==> src/rtl/i2c_pkg.sv <==
// Shared encodings for the I2C burst master: FSM states, quarter phases and slot constants.
package i2c_pkg;

  typedef logic [3:0] state_t;

  localparam state_t StIdle  = 4'd0;
  localparam state_t StStart = 4'd1;
  localparam state_t StAddr  = 4'd2;
  localparam state_t StAack  = 4'd3;
  localparam state_t StWdata = 4'd4;
  localparam state_t StWack  = 4'd5;
  localparam state_t StRdata = 4'd6;
  localparam state_t StRack  = 4'd7;
  localparam state_t StStop  = 4'd8;

  localparam logic [1:0] Q0 = 2'd0;
  localparam logic [1:0] Q1 = 2'd1;
  localparam logic [1:0] Q2 = 2'd2;
  localparam logic [1:0] Q3 = 2'd3;

  localparam int unsigned AddrBits = 8;
  // Index of the final bit slot of an address/data byte.
  localparam logic [2:0]  LastBit  = 3'(AddrBits - 1);

endpackage

==> src/rtl/i2c_quarter_tick.sv <==
// SCL timebase: divides clk by DIV into quarter ticks and tracks the 2-bit quarter phase.
module i2c_quarter_tick #(
  parameter int unsigned DIV = 4
) (
  input  logic       clk,
  input  logic       reset,
  input  logic       run,
  output logic       tick,
  output logic [1:0] phase
);

  localparam int unsigned CntW = $clog2(DIV);
  localparam logic [CntW-1:0] DivMax = CntW'(DIV - 1);

  logic [CntW-1:0] cnt_q;
  logic [1:0]      phase_q;

  assign tick  = run && (cnt_q == DivMax);
  assign phase = phase_q;

  always_ff @(posedge clk or negedge reset) begin
    if (!reset) begin
      cnt_q   <= '0;
      phase_q <= '0;
    end else if (!run) begin
      cnt_q   <= '0;
      phase_q <= '0;
    end else if (tick) begin
      cnt_q   <= '0;
      phase_q <= phase_q + 2'd1;
    end else begin
      cnt_q   <= cnt_q + CntW'(1);
    end
  end

endmodule

==> src/rtl/i2c_master_burst.sv <==
// I2C master with write/read bursts, programmable SCL divider, ACK sampling and NACK reporting.
module i2c_master_burst
  import i2c_pkg::*;
#(
  parameter int unsigned DIV   = 4,
  parameter int unsigned CNT_W = 4
) (
  input  logic             clk,
  input  logic             reset,
  input  logic             start,
  input  logic             rw,
  input  logic [6:0]       addr,
  input  logic [CNT_W-1:0] nbytes,
  input  logic [7:0]       wdata,
  output logic             wdata_ack,
  output logic [7:0]       rdata,
  output logic             rdata_valid,
  input  logic             sda_i,
  output logic             sda_oe,
  output logic             scl_oe,
  output logic             ready,
  output logic             done,
  output logic             nack
);

  state_t           state_q, state_d;
  logic [7:0]       sh_q;
  logic [6:0]       rx_q;
  logic [7:0]       rdata_q;
  logic [2:0]       bit_q;
  logic [CNT_W-1:0] rem_q, rem_dec;
  logic             rw_q, samp_q, nack_q, done_q, ready_q, wdata_ack_q, rdata_valid_q;
  logic             run, tick, slot_end, samp_edge, accept, last_bit;
  logic [1:0]       phase;

  i2c_quarter_tick #(
    .DIV(DIV)
  ) u_tick (
    .clk  (clk),
    .reset(reset),
    .run  (run),
    .tick (tick),
    .phase(phase)
  );

  assign run       = (state_q != StIdle);
  assign slot_end  = tick && (phase == Q3);
  assign samp_edge = tick && (phase == Q2);
  assign accept    = start && ready_q;
  assign last_bit  = (bit_q == LastBit);
  assign rem_dec   = (rem_q != '0) ? rem_q - CNT_W'(1) : '0;

  always_comb begin
    state_d = state_q;
    case (state_q)
      StIdle:  if (accept) state_d = StStart;
      StStart: if (slot_end) state_d = StAddr;
      StAddr:  if (slot_end && last_bit) state_d = StAack;
      StAack: begin
        if (slot_end) begin
          if (samp_q || rem_q == '0) state_d = StStop;
          else if (rw_q)             state_d = StRdata;
          else                       state_d = StWdata;
        end
      end
      StWdata: if (slot_end && last_bit) state_d = StWack;
      StWack:  if (slot_end) state_d = (samp_q || rem_dec == '0) ? StStop : StWdata;
      StRdata: if (slot_end && last_bit) state_d = StRack;
      StRack:  if (slot_end) state_d = (rem_dec == '0) ? StStop : StRdata;
      StStop:  if (slot_end) state_d = StIdle;
      default: state_d = StIdle;
    endcase
  end

  always_ff @(posedge clk or negedge reset) begin
    if (!reset) begin
      state_q       <= StIdle;
      sh_q          <= '0;
      rx_q          <= '0;
      rdata_q       <= '0;
      bit_q         <= '0;
      rem_q         <= '0;
      rw_q          <= 1'b0;
      samp_q        <= 1'b0;
      nack_q        <= 1'b0;
      done_q        <= 1'b0;
      ready_q       <= 1'b0;
      wdata_ack_q   <= 1'b0;
      rdata_valid_q <= 1'b0;
    end else begin
      state_q       <= state_d;
      done_q        <= (state_q == StStop) && slot_end;
      // ready re-asserts one cycle after the done pulse.
      ready_q       <= (state_q == StIdle) && !accept;
      wdata_ack_q   <= 1'b0;
      rdata_valid_q <= 1'b0;
      if (accept) begin
        sh_q   <= {addr, rw};
        rw_q   <= rw;
        rem_q  <= nbytes;
        nack_q <= 1'b0;
        bit_q  <= '0;
      end
      if (samp_edge) begin
        samp_q <= sda_i;
        if (state_q == StRdata) begin
          rx_q <= {rx_q[5:0], sda_i};
          if (last_bit) begin
            rdata_q       <= {rx_q, sda_i};
            rdata_valid_q <= 1'b1;
          end
        end
      end
      if (slot_end) begin
        if (state_q == StAddr || state_q == StWdata || state_q == StRdata) begin
          bit_q <= bit_q + 3'd1;
          sh_q  <= {sh_q[6:0], 1'b0};
        end
        if ((state_q == StAack || state_q == StWack) && samp_q) nack_q <= 1'b1;
        if (state_q == StWack || state_q == StRack) rem_q <= rem_dec;
        // Each write byte is fetched as its first slot begins.
        if (state_d == StWdata && state_q != StWdata) begin
          sh_q        <= wdata;
          wdata_ack_q <= 1'b1;
        end
      end
    end
  end

  always_comb begin
    sda_oe = 1'b0;
    scl_oe = 1'b0;
    case (state_q)
      StStart: begin
        sda_oe = (phase >= Q2);
        scl_oe = (phase == Q3);
      end
      StAddr, StWdata: begin
        sda_oe = !sh_q[7];
        scl_oe = (phase <= Q1);
      end
      StAack, StWack, StRdata: scl_oe = (phase <= Q1);
      StRack: begin
        sda_oe = (rem_q > CNT_W'(1));
        scl_oe = (phase <= Q1);
      end
      StStop: begin
        sda_oe = (phase != Q3);
        scl_oe = (phase <= Q1);
      end
      default: ;
    endcase
  end

  assign wdata_ack   = wdata_ack_q;
  assign rdata       = rdata_q;
  assign rdata_valid = rdata_valid_q;
  assign ready       = ready_q;
  assign done        = done_q;
  assign nack        = nack_q;

endmodule
==> config.mk <==
export PLATFORM = sky130hd
export DESIGN_NAME = i2c_master_burst
export DESIGN_NICKNAME = d
export VERILOG_FILES = /design/src/rtl/i2c_pkg.sv /design/src/rtl/i2c_quarter_tick.sv /design/src/rtl/i2c_master_burst.sv
export SDC_FILE = /design/constraint.sdc
export NUM_CORES = 1
export LEC_CHECK = 0
export ABC_CLOCK_PERIOD_IN_PS = 2700
export BUFFER_PORTS_ARGS = -buffer_cell sky130_fd_sc_hd__buf_2
export CAP_MARGIN = 30
export CORE_UTILIZATION = 50
export DETAILED_ROUTE_END_ITERATION = 8
export PLACE_DENSITY = 0.86
export SYNTH_ARGS = -nofsm -noshare
export SYNTH_HDL_FRONTEND = slang
export SYNTH_HIERARCHICAL = 1
export SYNTH_SLANG_ARGS = --single-unit
==> constraint.sdc <==
create_clock -name clk -period 2.7 [get_ports clk]
set_clock_uncertainty 0.1 [all_clocks]
set_input_delay 0.135 -clock clk [delete_from_list [all_inputs] [get_ports clk]]
set_output_delay 0.135 -clock clk [all_outputs]
set_load 0.005 [all_outputs]
==> results of run 1 <==
[routing by layer]
layer / vias to the layer above / global-route usage
li1: 1019 / -
met1: 1028 / 0.2996
met2: 68 / 0.3634
met3: 11 / 0.05556
met4: 0 / 0.1046
met5: - / 0
[cell families (layout without fill, tap and decap cells)]
logic type / count (synthesis) / after routing / share of synthesized area
and+or+nand+nor: 105 / 105 / 0.2395
AOI/OAI and AO/OA: 62 / 62 / 0.1804
DFF: 45 / 45 / 0.4548
buffers and inverters: 22 / 76 / 0.05002
muxes: 12 / 12 / 0.05306
adders and majority gates: 3 / 3 / 0.01516
xor gates and xnor gates: 2 / 2 / 0.007076
[registers in the layout, indices dropped and copies added (netlist names)]
register / cells
rdata: 8
sh_q: 8
rx_q: 7
rem_q: 4
state_q: 4
bit_q: 3
u_tick/cnt_q: 2
u_tick/phase: 2
done: 1
nack: 1
rdata_valid: 1
ready: 1
rw_q: 1
samp_q: 1
wdata_ack: 1
[layout make-up]
class	instances	area, sq um	share of cell area
Sequential cell	45	1126	0.3789
Timing Repair Buffer	60	390.4	0.1314
Inverter	9	35.03	0.01179
Clock buffer	5	68.82	0.02316
Tap cell	67	83.83	0.02821
Multi-Input combinational cell	184	1232	0.4147
Clock inverter	2	35.03	0.01179
[power groups by stage]
stage / clock (mW) / combinational, mW / sequential (mW)
CTS: 0.499 / 0.173 / 0.715
floorplan: 0 / 0.0940 / 0.725
global route: 0.529 / 0.193 / 0.718
global placement: 0 / 0.152 / 0.727
detailed placement: 0 / 0.163 / 0.728
finish: 0.495 / 0.173 / 0.715
[placed cells by master (no fill, tap or decap), types with 2 or more instances in the layout]
cell | netlist | final
dfrtp_1 | 45 | 45
buf_2 | 5 | 38
nand2_1 | 36 | 36
nor2_1 | 17 | 17
a21oi_1 | 13 | 13
a211oi_1 | 12 | 12
buf_4 | 1 | 12
and3_1 | 9 | 9
dlygate4sd3_1 | 0 | 9
o21ai_0 | 8 | 8
mux2_1 | 8 | 8
nor3_1 | 6 | 6
o31ai_1 | 6 | 6
inv_1 | 6 | 6
o211a_1 | 6 | 6
nand3b_1 | 5 | 5
clkbuf_8 | 0 | 5
nand3_1 | 4 | 4
nor2b_1 | 3 | 3
mux2i_1 | 3 | 3
and2_1 | 3 | 3
ha_1 | 3 | 3
nand3_2 | 2 | 2
or4_1 | 2 | 2
nand4_1 | 2 | 2
o21ai_1 | 2 | 2
nor4_1 | 2 | 2
a21o_1 | 2 | 2
inv_2 | 2 | 2
xor2_1 | 2 | 2
clkinv_2 | 1 | 2
[critical path, cell delays in order, from the launching register on]
cell and delay, ns:
dfrtp_1 0.38, or4_4 0.53, and2_4 0.19, nand4_1 0.13
mux2i_1 0.23, o221ai_2 0.13, or3_4 0.46, a211o_1 0.28
[stage by stage]
| step | setup TNS [ns] | cell area [sq um] |
|---|---|---|
| after floorplan | -0.02653 | 2477 |
| after global placement | 0 | 2753 |
| after detailed placement | 0 | 2773 |
| after CTS | 0 | 2967 |
| after global routing | 0 | 2972 |
| final | 0 | 2972 |
[timing repair]
item,CTS,global route
setup buffers,0,0
endpoints found under the hold margin,54,0
hold buffers,9,0
setup endpoints to repair,0,6
resized for setup,0,1
[worst paths after layout]
check                                                  to  slack [ns]                       from
max in group asynchronous              bit_q[0]$_DFF_PN0_        1.84                      reset
worst min register to register  u_tick/cnt_q[0]$_DFF_PN0_        0.35  u_tick/cnt_q[0]$_DFF_PN0_
worst max register to register          sh_q[0]$_DFF_PN0_        0.16       state_q[3]$_DFF_PN0_
worst min-delay path                    sh_q[1]$_DFF_PN0_       0.008                   wdata[1]
min in group asynchronous              rem_q[3]$_DFF_PN0_        0.18                      reset
worst max-delay path                    sh_q[0]$_DFF_PN0_        0.16       state_q[3]$_DFF_PN0_
==> impl_metrics.env, run 1 <==
export IMPL_status="finished, final reports clean"
export IMPL_routed_top_layer="met4"
export IMPL_setup_viol=0
export IMPL_fin_ws_ns=0.1568
export IMPL_hold_path_class="in -> reg"
export IMPL_ant_nets=0
export IMPL_worst_hold_slack_ns=0.007645
export IMPL_relSlewSlack=0.3199
export IMPL_cts_tree="yes"
export IMPL_start_kind="register"
export IMPL_async_flop_share=1.000
export IMPL_grtUsageTotal=0.2299
export IMPL_synthTopCellsByArea="dfrtp_1, nand2_1, a211oi_1"
export IMPL_synth_most_common_cell="dfrtp_1"
export IMPL_grt_pass1_wl_um=9259
export IMPL_wl_met2_um=2756
export IMPL_die_h_um=72.37
export IMPL_drtIter0Drc=218
export IMPL_area_delta_synth_final_pct=20.01
export IMPL_io_buffer_count=38
export IMPL_p_switching_mw=0.3366
export IMPL_clock_power_share=0.358
export IMPL_slew_violations=0
export IMPL_drtPass1Iterations=4
export IMPL_row_count=25
export IMPL_synth_cells=251
export IMPL_synth_top_area_cell="dfrtp_1"
export IMPL_endpoint_kind="register"
export IMPL_grt_setup_unrepaired="false"
export IMPL_fill_cells=412
export IMPL_syn_nets=278
export IMPL_design_core_area_sq_um=4755
export IMPL_final_cells=372
export IMPL_synthTopCellsByCount="dfrtp_1, nand2_1, nor2_1"
export IMPL_wl_met3_um=297
export IMPL_arrival_ns=2.63
export IMPL_antenna_found_initial=0
export IMPL_synth_top_flop_cell="dfrtp_1"
export IMPL_fin_crit_ns=2.543
export IMPL_p_seq_frac=0.517
export IMPL_cts_sinks=45
export IMPL_combPwrFrac=0.125
export IMPL_drv_cap=0
export IMPL_dp_worst_setup_slack_ns=0.05326
export IMPL_power_density_nw_per_um2=465.7
export IMPL_synth_area_sq_um=2476
export IMPL_routed_wl_um=5660
export IMPL_cts_buffer_depth=2
export IMPL_die_w_um=72.37
export IMPL_ys_warn_count=6
export IMPL_final_util=0.6250
export IMPL_seq_area_frac_synth=0.4548
export IMPL_p_int_mw=1.047
export IMPL_wl_per_cell_um=15.22
export IMPL_dp_hpwl_um=3890
export IMPL_drive_gt1_frac=0.2426
export IMPL_fmax_mhz=393.2
export IMPL_synth_edf_count=0
export IMPL_io_pins=39
export IMPL_hold_violations=0
export IMPL_cp_data_required_time_ns=2.79
export IMPL_clk_insertion_delay_late_ns=0.30
export IMPL_holdPathStages=2
export IMPL_initial_core_util=0.5208
export IMPL_ys_seq_elements=45
export IMPL_clk_pin_slew_ns=0.08
export IMPL_clock_root_buffer="clkbuf_8"
export IMPL_p_leak_nw=1.492
export IMPL_antenna_cells=0
export IMPL_route_detailed_drc=0
export IMPL_tightest_slew_ns=1.012
export IMPL_sw_frac_of_total=0.2432
export IMPL_htreeDepth=2
export IMPL_ir_worst_vdd_mv=0.2415
export IMPL_synth_distinct_cells=59
export IMPL_overflow=0
export IMPL_grt_pass1_vias=1990
export IMPL_fin_crit_sh=0.9419
export IMPL_route_vias_total=2126
export IMPL_cts_buffers=5
export IMPL_routed_via_density=5.715
export IMPL_p_total_mw=1.384
export IMPL_nets=332
export IMPL_die_area_sq_um=5237
export IMPL_place_congestion=0.8691
export IMPL_synth_top_area_frac=0.4548
export IMPL_path_class="reg -> reg"
export IMPL_synth_avg_cell_area_sq_um=9.865
export IMPL_crit_fanout=8
export IMPL_dp_cells=356
export IMPL_grt_max_degree=32
export IMPL_worstRegToRegCells=7
export IMPL_wl_met1_um=2495
(Power assumes the default switching activity.)
==> run 2: changes to the inputs <==
--- a/config.mk
+++ b/config.mk
@@ -8,9 +8,12 @@
 export ABC_CLOCK_PERIOD_IN_PS = 2700
 export BUFFER_PORTS_ARGS = -buffer_cell sky130_fd_sc_hd__buf_2
 export CAP_MARGIN = 30
-export CORE_UTILIZATION = 50
+export CELL_PAD_IN_SITES_DETAIL_PLACEMENT = 1
+export CELL_PAD_IN_SITES_GLOBAL_PLACEMENT = 1
+export CORE_UTILIZATION = 39
 export DETAILED_ROUTE_END_ITERATION = 8
 export PLACE_DENSITY = 0.86
+export REMOVE_ABC_BUFFERS = 1
 export SYNTH_ARGS = -nofsm -noshare
 export SYNTH_HDL_FRONTEND = slang
 export SYNTH_HIERARCHICAL = 1
==> impl_metrics.env, run 2 (synthesis results as in run 1) <==
export IMPL_status="finished, final reports clean"
export IMPL_slew_violations=0
export IMPL_crit_path_max_incr_delay_ns=0.55
export IMPL_relSlewSlack=0.3410
export IMPL_initial_core_util=0.4109
export IMPL_drive_gt1_frac=0.2540
export IMPL_fin_crit_sh=0.9779
export IMPL_place_congestion=0.8031
export IMPL_routed_via_density=5.666
export IMPL_clk_pin_slew_ns=0.10
export IMPL_hold_path_class="in -> reg"
export IMPL_dpl_cell_area_sq_um=2789
export IMPL_cts_tree="yes"
export IMPL_area_delta_synth_final_pct=21.78
export IMPL_grt_setup_unrepaired="true"
export IMPL_cp_data_required_time_ns=2.80
export IMPL_clock_root_buffer="clkbuf_8"
export IMPL_io_pins=39
export IMPL_ant_nets=0
export IMPL_drtPass1Iterations=4
export IMPL_drtIter0Drc=142
export IMPL_antenna_cells=0
export IMPL_die_w_um=81.68
export IMPL_power_density_nw_per_um2=451.1
export IMPL_grt_use_met1=0.2915
export IMPL_dp_cells=365
export IMPL_path_cells="or4_4, and2_4, nand4_1, mux2i_1, o221ai_2, or3_4, a211o_1"
export IMPL_die_area_sq_um=6672
export IMPL_top_usage_layer="met2"
export IMPL_grt_pass1_vias=2244
export IMPL_cts_buffer_depth=2
export IMPL_drv_cap=0
export IMPL_finalInstanceArea_sq_um=3015
export IMPL_cts_buffers=5
export IMPL_grt_use_met3=0.04111
export IMPL_row_count=28
export IMPL_start_kind="register"
export IMPL_htreeDepth=2
export IMPL_dp_hpwl_um=4648
export IMPL_route_detailed_drc=0
export IMPL_antenna_found_initial=0
export IMPL_final_common_cell="dfrtp_1"
export IMPL_crit_fanout=8
export IMPL_p_leak_nw=1.512
export IMPL_fill_cells=711
export IMPL_fmax_mhz=378.7
export IMPL_arrival_ns=2.74
export IMPL_tightest_slew_ns=0.9804
export IMPL_overflow=0
export IMPL_setup_viol=0
export IMPL_design_core_area_sq_um=6026
export IMPL_final_cells=386
export IMPL_hold_violations=0
export IMPL_grt_pass1_wl_um=11090
export IMPL_route_vias_total=2187
export IMPL_grtUsageTotal=0.2211
export IMPL_ir_worst_vdd_mv=0.2285
export IMPL_path_class="reg -> reg"
export IMPL_cts_sinks=45
export IMPL_grt_max_degree=26
export IMPL_clk_insertion_delay_late_ns=0.31
export IMPL_io_buffer_count=38
export IMPL_routed_wl_um=6518
export IMPL_slowest_stage="or4_4"
export IMPL_endpoint_kind="register"
export IMPL_nets=337
export IMPL_grtUsageMet2=0.3542
export IMPL_die_h_um=81.68
export IMPL_wl_per_cell_um=16.89
export IMPL_final_cell_mix="dfrtp_1, buf_2, nand2_1"
export IMPL_fin_crit_ns=2.640
==> run 2: changes by cell type in the layout (fill, tap and decap cells not counted) <==
cell and change:
clkinv_2 -1, inv_8 +1, buf_4 +4, inv_6 +2, dlygate4sd3_1 +1, bufinv_16 -1
==> run 2: area by class of cell <==
type | count | area (sq um) | share of cell area
clock buffer | 5 | 68.82 | 0.02282
clock inverter | 3 | 28.78 | 0.009544
inverter | 9 | 35.03 | 0.01162
multi-input combinational | 184 | 1232 | 0.4087
sequential | 45 | 1126 | 0.3734
tap | 75 | 93.84 | 0.03112
timing repair buffer | 65 | 430.4 | 0.1427
==> run 2: per-stage QoR <==
| step | setup TNS [ns] | power [mW] | worst slack (ns) | utilization | hold slack [ns] |
|---|---|---|---|---|---|
| after floorplan | -1.568 | 0.8141 | -0.2222 | - | -0.2606 |
| final | 0 | 1.360 | 0.05970 | 0.5004 | 0.03286 |
| after global placement | 0 | 0.8825 | 0.09268 | 0.4595 | 0.2628 |
| after detailed placement | -0.2726 | 0.8985 | -0.08133 | 0.4628 | 0.04431 |
| after global routing | -0.02467 | 1.423 | -0.02467 | 0.5004 | 0.04078 |
| after CTS | 0 | 1.381 | 0.05703 | 0.4965 | 0.02339 |
==> run 2: worst paths after layout <==
check                                                from                         to  slack [ns]  cells after the start
worst min register to register  u_tick/cnt_q[0]$_DFF_PN0_  u_tick/cnt_q[0]$_DFF_PN0_        0.35                      1
worst max register to register       state_q[3]$_DFF_PN0_          sh_q[0]$_DFF_PN0_        0.06                      7
worst max-delay path                 state_q[3]$_DFF_PN0_          sh_q[0]$_DFF_PN0_        0.06                      7
min in group asynchronous                           reset       rdata[1]$_DFFE_PN0P_        0.21                      2
worst min-delay path                                start            ready$_DFF_PN0_        0.03                      2
max in group asynchronous                           reset          sh_q[0]$_DFF_PN0_        1.76                      3
==> run 2: what timing repair did <==
action	in CTS	in global routing
resized for setup	1	1
setup endpoints to repair	7	4
hold buffers	10	0
pin swaps	1	1
endpoints found under the hold margin	30	0
setup buffers	0	3
==> run 2: power breakdown <==
group          internal, mW  total (mW)  switching (mW)  leakage, nW
Combinational        0.0855       0.178          0.0930        0.874
Clock                 0.196       0.465           0.269       0.0511
Sequential            0.695       0.717          0.0221        0.587
Total                 0.976        1.36           0.385         1.51
==> run 2: critical path, delay by kind of cell, from the launching register on <==
kind	cells	cell delay [ns]
AO/OA/AOI/OAI	2	0.40
flip-flops	1	0.39
AND/OR/NAND/NOR	4	1.36
multiplexers	1	0.28
==> run 2: per-layer routing <==
metal  wire length, um  vias to the layer above
li1                  -                     1040
met1              2899                     1085
met2              3247                       48
met3               207                       14
met4               163                        0
met5                 0                        -
==> run 3: changes to the inputs <==
--- a/config.mk
+++ b/config.mk
@@ -10,9 +10,10 @@
 export CAP_MARGIN = 30
 export CELL_PAD_IN_SITES_DETAIL_PLACEMENT = 1
 export CELL_PAD_IN_SITES_GLOBAL_PLACEMENT = 1
-export CORE_UTILIZATION = 39
+export CORE_UTILIZATION = 41
+export CTS_BUF_LIST = sky130_fd_sc_hd__clkbuf_8
 export DETAILED_ROUTE_END_ITERATION = 8
-export PLACE_DENSITY = 0.86
+export PLACE_DENSITY = 0.89
 export REMOVE_ABC_BUFFERS = 1
 export SYNTH_ARGS = -nofsm -noshare
 export SYNTH_HDL_FRONTEND = slang
==> impl_metrics.env, run 3 (synthesis results as in run 1) <==
export IMPL_status="finished, final reports clean"
export IMPL_routed_via_density=5.829
export IMPL_p_leak_nw=1.492
export IMPL_min_to="rem_q[2]$_DFF_PN0_"
export IMPL_drtPass1Iterations=4
export IMPL_clk_insertion_delay_late_ns=0.31
export IMPL_worstSetupPathDepth=7
export IMPL_slew_violations=0
export IMPL_die_area_sq_um=6354
export IMPL_initial_core_util=0.4363
export IMPL_design_core_area_sq_um=5675
export IMPL_tightest_slew_ns=0.6521
export IMPL_place_congestion=0.8313
export IMPL_io_buffer_count=38
export IMPL_overflow=0
export IMPL_drv_cap=0
export IMPL_finalSetupTns_ns=0
export IMPL_area_delta_synth_final_pct=20.97
export IMPL_final_common_cell="dfrtp_1"
export IMPL_setup_viol=0
export IMPL_nets=334
export IMPL_cts_tree="yes"
export IMPL_dpl_cell_area_sq_um=2785
export IMPL_cp_data_required_time_ns=2.79
export IMPL_fin_crit_ns=2.603
export IMPL_grt_setup_unrepaired="false"
export IMPL_grtUsageTotal=0.2482
export IMPL_worst_hold_slack_ns=0.04132
export IMPL_rrSetupSlack_ns=0.1
export IMPL_die_w_um=79.72
export IMPL_cp_top_family="simple AND/OR/NAND/NOR gates"
export IMPL_antenna_cells=0
export IMPL_start_kind="register"
export IMPL_dp_cells=362
export IMPL_cts_buffer_depth=2
export IMPL_rr_startpoint="state_q[3]$_DFF_PN0_"
export IMPL_arrival_ns=2.69
export IMPL_dp_hpwl_um=4727
export IMPL_fin_crit_sh=0.9642
export IMPL_relSlewSlack=0.5620
export IMPL_power_density_nw_per_um2=444.3
export IMPL_fill_cells=687
export IMPL_hold_start="nbytes[2]"
export IMPL_antenna_found_initial=0
export IMPL_grt_pass1_vias=2465
export IMPL_cts_sinks=45
export IMPL_wl_per_cell_um=18.90
export IMPL_slowest_stage="or4_4"
export IMPL_ir_worst_vdd_mv=0.2282
export IMPL_reg2reg_to="sh_q[0]$_DFF_PN0_"
export IMPL_cp_num_buf_inv=0
export IMPL_row_count=27
export IMPL_htreeDepth=2
export IMPL_fmax_mhz=384.1
export IMPL_drive_gt1_frac=0.2500
export IMPL_path_cells="or4_4, and2_2, and3_1, nand4b_1, nand3_2, or3_4, a211o_1"
export IMPL_worstRegToRegCells=7
export IMPL_clock_root_buffer="clkbuf_8"
export IMPL_clk_pin_slew_ns=0.09
export IMPL_routed_wl_um=7183
export IMPL_hold_violations=0
export IMPL_ant_nets=0
export IMPL_grt_max_degree=29
export IMPL_post_cts_buffers=0
export IMPL_route_vias_total=2215
export IMPL_endpoint_kind="register"
export IMPL_hold_path_class="in -> reg"
export IMPL_final_cells=380
export IMPL_final_cell_mix="dfrtp_1, buf_2, nand2_1"
export IMPL_io_pins=39
export IMPL_cts_buffers=5
export IMPL_die_h_um=79.72
export IMPL_holdPathStages=3
export IMPL_route_detailed_drc=0
export IMPL_finalInstanceArea_sq_um=2995
export IMPL_crit_path_max_incr_delay_ns=0.53
export IMPL_grt_pass1_wl_um=11900
export IMPL_final_util=0.5278
export IMPL_drtIter0Drc=136
export IMPL_path_class="reg -> reg"
export IMPL_crit_fanout=8
-- run 3: how the worst max path moves through the flow --
stage	from	to	slack, ns
3_3_place_gp	state_q[3]$_DFF_PN0_	sh_q[0]$_DFF_PN0_	0.09
3_5_place_dp	state_q[3]$_DFF_PN0_	sh_q[0]$_DFF_PN0_	0.01
2_1_floorplan	state_q[3]$_DFF_PN0_	sh_q[0]$_DFF_PN0_	-0.22
6_report	state_q[3]$_DFF_PN0_	sh_q[0]$_DFF_PN0_	0.1
5_1_grt	state_q[3]$_DFF_PN0_	sh_q[0]$_DFF_PN0_	0.02
4_1_cts	state_q[3]$_DFF_PN0_	sh_q[0]$_DFF_PN0_	0.09
-- run 3: per-layer routing --
layer  share of wire  global-route usage  wire length (um)
met5               0                   0                 0
met4           0.028              0.1218               203
met3           0.030             0.05257               219
met2            0.51              0.4282              3679
met1            0.43              0.2902              3080
-- run 3: stage by stage --
step | power, mW | worst slack (ns)
4_1_cts | 1.334 | 0.09082
3_3_place_gp | 0.8814 | 0.09440
6_report | 1.331 | 0.09661
2_1_floorplan | 0.8141 | -0.2222
5_1_grt | 1.386 | 0.01637
3_5_place_dp | 0.8960 | 0.01279
-- run 3: area by class of cell --
cell class,instances,area (sq um),share of cell area
Clock buffer,5,68.82,0.02297
Timing Repair Buffer,62,407.9,0.1362
Sequential cell,45,1126,0.3759
Clock inverter,3,21.27,0.007101
Multi-Input combinational cell,184,1246,0.4160
Tap cell,72,90.09,0.03008
Inverter,9,35.03,0.01170
-- run 3: tightest hold or removal path: stages --
cell and delay (ns):
buf_2 0.08, a32o_1 0.12, a21o_1 0.08
-- run 3: power by group --
group	switching, mW	internal [mW]	total, mW
Combinational	0.0966	0.0849	0.182
Clock	0.249	0.184	0.433
Sequential	0.0222	0.694	0.717
Total	0.368	0.963	1.33
-- run 3: repair_timing --
item | 4_1_cts | 5_1_grt
pin swaps | 0 | 1
endpoints found under the hold margin | 27 | 0
hold buffers | 10 | 0
resized for setup | 1 | 2
endpoints found under the setup margin | 1 | 7
